===== config.mk =====
export PLATFORM = sky130hd
export DESIGN_NAME = lcd_timing_gen
export DESIGN_NICKNAME = d
export VERILOG_FILES = /design/src/rtl/lcd_timing_gen.sv
export SDC_FILE = /design/constraint.sdc
export NUM_CORES = 1
export LEC_CHECK = 0
export CAP_MARGIN = 20
export CORE_AREA = 2 2 74 83
export DETAILED_ROUTE_END_ITERATION = 12
export DIE_AREA = 0 0 76 85
export GPL_TIMING_DRIVEN = 0
export PLACE_DENSITY = 0.75
export SLEW_MARGIN = 25
export SYNTH_ARGS = -nofsm -noshare
export SYNTH_HDL_FRONTEND = slang
export SYNTH_SLANG_ARGS = --single-unit

===== constraint.sdc =====
create_clock -name lcd_pclk -period 3 [get_ports lcd_pclk]
set_clock_uncertainty 0.05 [all_clocks]
set_input_delay 0.6 -clock lcd_pclk [delete_from_list [all_inputs] [get_ports lcd_pclk]]
set_output_delay 0.6 -clock lcd_pclk [all_outputs]
set_load 0.02 [all_outputs]

===== src/rtl/lcd_timing_gen.sv =====
// rtl/lcd_timing_gen.sv - LCD panel timing generator with one-cycle-early pixel coordinates
//
// Runs horizontal/vertical counters over the full panel timing, hands the
// display stage the active-area coordinate one cycle ahead of its DE cycle,
// and drives the panel pins from the returned (registered) pixel data.
//
// Optional build macro: LCD_TEST_PATTERN_EN replaces pixel_data with eight
// vertical colour bars (white, yellow, cyan, green, magenta, red, blue, black).
//
// Ports:
//   lcd_pclk     in   1   pixel clock
//   rst          in   1   asynchronous reset, active-high
//   pixel_data   in   24  RGB888 returned by the display stage, one cycle after its coordinate
//   pixel_xpos   out  11  requested active-area column (0 outside the request window)
//   pixel_ypos   out  11  requested active-area row (0 outside the request window)
//   h_disp       out  11  active pixels per line
//   v_disp       out  11  active lines per frame
//   lcd_de       out  1   data enable
//   lcd_hs       out  1   horizontal sync, active-low
//   lcd_vs       out  1   vertical sync, active-low
//   lcd_bl       out  1   backlight enable
//   lcd_rgb      out  24  panel pixel data, forced to 0 outside DE
//   frame_start  out  1   one-cycle pulse at the start of each frame
module lcd_timing_gen #(
  parameter int H_SYNC  = 128,
  parameter int H_BACK  = 88,
  parameter int H_DISP  = 800,
  parameter int H_FRONT = 40,
  parameter int V_SYNC  = 2,
  parameter int V_BACK  = 33,
  parameter int V_DISP  = 480,
  parameter int V_FRONT = 10
) (
  input  logic        lcd_pclk,
  input  logic        rst,
  input  logic [23:0] pixel_data,
  output logic [10:0] pixel_xpos,
  output logic [10:0] pixel_ypos,
  output logic [10:0] h_disp,
  output logic [10:0] v_disp,
  output logic        lcd_de,
  output logic        lcd_hs,
  output logic        lcd_vs,
  output logic        lcd_bl,
  output logic [23:0] lcd_rgb,
  output logic        frame_start
);

  localparam logic [10:0] H_TOTAL   = 11'(H_SYNC + H_BACK + H_DISP + H_FRONT);
  localparam logic [10:0] V_TOTAL   = 11'(V_SYNC + V_BACK + V_DISP + V_FRONT);
  localparam logic [10:0] H_SYNC_W  = 11'(H_SYNC);
  localparam logic [10:0] V_SYNC_W  = 11'(V_SYNC);
  // The horizontal request window opens one cycle before the first DE cycle
  // so the display stage has a cycle to register the pixel.
  localparam logic [10:0] H_REQ_BEG = 11'(H_SYNC + H_BACK - 1);
  localparam logic [10:0] H_REQ_END = 11'(H_SYNC + H_BACK + H_DISP - 1);
  localparam logic [10:0] V_REQ_BEG = 11'(V_SYNC + V_BACK);
  localparam logic [10:0] V_REQ_END = 11'(V_SYNC + V_BACK + V_DISP);

  logic [10:0] h_cnt;
  logic [10:0] v_cnt;
  logic        h_req;
  logic        v_req;
  logic        req;

  assign h_disp = 11'(H_DISP);
  assign v_disp = 11'(V_DISP);

  always_ff @(posedge lcd_pclk or posedge rst) begin
    if (rst) begin
      h_cnt <= '0;
      v_cnt <= '0;
    end else if (h_cnt == H_TOTAL - 11'd1) begin
      h_cnt <= '0;
      if (v_cnt == V_TOTAL - 11'd1) begin
        v_cnt <= '0;
      end else begin
        v_cnt <= v_cnt + 11'd1;
      end
    end else begin
      h_cnt <= h_cnt + 11'd1;
    end
  end

  assign h_req = (h_cnt >= H_REQ_BEG) && (h_cnt < H_REQ_END);
  assign v_req = (v_cnt >= V_REQ_BEG) && (v_cnt < V_REQ_END);
  assign req   = h_req && v_req;

  // Coordinates hold at 0 through blanking; the display stage pre-reads on that.
  assign pixel_xpos = req ? (h_cnt - H_REQ_BEG) : 11'd0;
  assign pixel_ypos = req ? (v_cnt - V_REQ_BEG) : 11'd0;

  always_ff @(posedge lcd_pclk or posedge rst) begin
    if (rst) begin
      lcd_de      <= 1'b0;
      lcd_hs      <= 1'b1;
      lcd_vs      <= 1'b1;
      frame_start <= 1'b0;
      lcd_bl      <= 1'b0;
    end else begin
      lcd_de      <= req;
      lcd_hs      <= (h_cnt >= H_SYNC_W);
      lcd_vs      <= (v_cnt >= V_SYNC_W);
      frame_start <= (h_cnt == 11'd0) && (v_cnt == 11'd0);
      lcd_bl      <= 1'b1;
    end
  end

`ifdef LCD_TEST_PATTERN_EN
  localparam int          BAR_W_INT = (H_DISP / 8 > 0) ? (H_DISP / 8) : 1;
  localparam logic [10:0] BAR_W     = 11'(BAR_W_INT);

  logic [10:0] xpos_q;
  logic [10:0] bar_num;
  logic [2:0]  bar_idx;
  logic [23:0] bar_rgb;
  logic        unused_pixel_data;

  assign unused_pixel_data = ^pixel_data;

  // Registered copy of the coordinate lines up with lcd_de.
  always_ff @(posedge lcd_pclk or posedge rst) begin
    if (rst) begin
      xpos_q <= '0;
    end else begin
      xpos_q <= pixel_xpos;
    end
  end

  // Columns past 8 full bars (H_DISP not a multiple of 8) stay in the last bar.
  assign bar_num = xpos_q / BAR_W;
  assign bar_idx = (bar_num > 11'd7) ? 3'd7 : bar_num[2:0];

  always_comb begin
    bar_rgb = 24'h000000;
    case (bar_idx)
      3'd0:    bar_rgb = 24'hFFFFFF;
      3'd1:    bar_rgb = 24'hFFFF00;
      3'd2:    bar_rgb = 24'h00FFFF;
      3'd3:    bar_rgb = 24'h00FF00;
      3'd4:    bar_rgb = 24'hFF00FF;
      3'd5:    bar_rgb = 24'hFF0000;
      3'd6:    bar_rgb = 24'h0000FF;
      default: bar_rgb = 24'h000000;
    endcase
  end

  assign lcd_rgb = lcd_de ? bar_rgb : 24'h000000;
`else
  assign lcd_rgb = lcd_de ? pixel_data : 24'h000000;
`endif

endmodule


==> out/qor.yml <==
clk_pin_slew_worst_paths_ps: 100
dp_slack_ps: -333
syn_to_final_growth_pct: 49.4
synth_edf_count: 0
critPathMaxFanout: 7
worstSetupPathType: "register to output port"
hold_class: "register to register"
crit_required_ps: 2350
cts_root_buffer: "clkbuf_8"
grtUsageTotal_pct: 19.5
synth_common_cells: "and2_1, dfrtp_1, buf_4, nor3_2, xnor2_1"
postRouteAntennaNets: 0
vdd_ir_drop_max_v: 0.000155
ctsHoldBuffers: 0
rows: 29
core_area_um2: 5620
cap_violations: 0
status: "finished, violations left"
clk_path_buf_depth: 2
r2r-start: "h_cnt[0]$_DFF_PP0_"
synth_seq_cells: 27
cts_buffers: 3
vias_per_cell: 4.87
wl_mm: 6.39
setup-tns-final_ps: -449
synthCells: 274
violations: "setup timing"
grt_pass1_wl_mm: 10.6
drc_errors: 0
num_vias: 2250
yosysMostFrequentCell: "and2_1"
ys_types: 42
clk_latency_ps: 280
grt_max_degree: 28
min_from: "v_cnt[7]$_DFFE_PP0N_"
io_pins: 99
post-route-util_pct: 62.0
synth_ff_type: "dfrtp_1"
cts_tree: "yes"
period_needed_ps: 3070
clock-sinks: 27
min_period_over_period_pct: 102
setup_ws_ps: -73.3
setup_viol: 14
die_w_um: 76
wl_per_cell_um: 13.8
yosysTopAreaCellShare_pct: 26.8
p_leak_nw: 1.55
dieHeight_um: 85
stdcell_count: 462
hold_violations: 0
dieArea_um2: 6460
async_flop_share_pct: 100
avgSynthCellArea_um2: 8.52
rsz0062_at_grt: "yes"
arrival_ps: 2420
p_per_area_nw_per_um2: 194
slew_viol_final: 0
drt_iter0_drc: 167
io_buffers: 76
yosysSeqAreaShare_pct: 29.1
endpoint_kind: "output port"
syn-cell-area_um2: 2330
startpoint: "v_cnt[6]$_DFFE_PP0N_"
yosys_warnings: 0
start_util_pct: 41.5
netlist_top_cells_area: "dfrtp_1, nor3_2, buf_4"
grt_antenna_before_repair: 0
dp_hpwl_mm: 4.67
dp.cells: 448
start_kind: "register"
final_nets: 417
slew_headroom_pct: 62.5
drive_gt1_share_pct: 27.5
yosysTopAreaCell: "dfrtp_1"
dr.pass1.iters: 4
diodes: 0
grt-ovfl-total: 0
worst_pin_slew_ps: 562
h-tree-depth: 1
max_freq_mhz: 325
grt_pass1_vias: 2110
gp_congestion: 0.865
-- state kept, by name (all words and copies together), names as in the netlist --
signal       count
lcd_hs           1
h_cnt           11
frame_start      1
lcd_vs           1
lcd_bl           1
lcd_de           1
v_cnt           11
-- routing by layer --
layer | up-vias | global-route usage (%) | part of all wire [%] | wire (um)
li1 | 1093 | - | - | -
met3 | 4 | 2.98 | 6.3 | 400
met2 | 86 | 37.6 | 51 | 3270
met1 | 1067 | 23.0 | 41 | 2650
met5 | - | 0 | 0 | 0
met4 | 0 | 3.97 | 1.1 | 70
-- cell usage in the layout, fill, tap and decap left out, drive strengths merged, types with 10 or more instances in the layout --
cell and count:
buf 65, clkdlybuf4s50 54, nor3 28, and2 26
dfrtp 25, conb 23, xnor2 19, clkbuf 17
inv 15, nor2 14, nand3 14, nand2 14
o21ai 10
-- per-stage QoR --
step	power [mW]	hold WS, ps	cell area [um2]
2_1_floorplan	0.424	461	2410
3_3_place_gp	0.458	500	3270
3_5_place_dp	0.459	504	3270
4_1_cts	0.668	520	3330
5_1_grt	0.701	570	3490
6_report	0.675	542	3490
-- kinds of logic after synthesis --
| family | after synthesis | share of synthesized area [%] |
|---|---|---|
| adder cells (fa/ha/maj) | 5 | 2.68 |
| multiplexers | 1 | 0.429 |
| AO/OA/AOI/OAI | 33 | 10.1 |
| buffers and inverters | 62 | 15.9 |
| other | 2 | 0.322 |
| flip-flops | 27 | 29.1 |
| XOR/XNOR | 27 | 10.1 |
| AND/OR/NAND/NOR | 117 | 31.4 |
-- repair_timing --
item | in CTS | in global routing
endpoints found under the setup margin | 22 | 22
gates cloned | 1 | 0
buffers inserted | 2 | 8
hold endpoints to repair | 0 | 0
resized for setup | 100 | 35
pin swaps | 3 | 8
-- worst max-delay path: stages, from the launching register on --
cell,delay [ps]
dfrtp_1,390
buf_6,130
or4_4,540
a311oi_2,320
a221o_2,330
buf_12,140
buf_16,130
nor3_4,40
buf_6,140
-- final timing paths --
kind | slack [ps] | to | depth (start not counted)
worst max-delay path | -70 | pixel_ypos[5] | 8
worst min-delay path | 540 | v_cnt[7]$_DFFE_PP0N_ | 2
worst max register to register | 850 | v_cnt[10]$_DFFE_PP0N_ | 6
worst min register to register | 540 | v_cnt[7]$_DFFE_PP0N_ | 2
max in group asynchronous | 1860 | v_cnt[1]$_DFFE_PP0N_ | 2
min in group asynchronous | 630 | lcd_bl$_DFF_PP0_ | 2
-- power breakdown --
group          leakage [nW]  internal, mW  switching (mW)
logic                  1.18        0.0482          0.0404
registers             0.350         0.365        0.000251
clock network        0.0217        0.0945           0.127
-- layout make-up --
class	instances	area, um2
fill	508	2140
clock inverter	1	7.51
inverter	15	56.3
multi-input combinational	206	1450
clock buffer	3	41.3
sequential	27	681
tap	77	96.3
buffer	46	335
timing repair buffer	87	823
No activity file was read; power rests on OpenSTA's default activity.
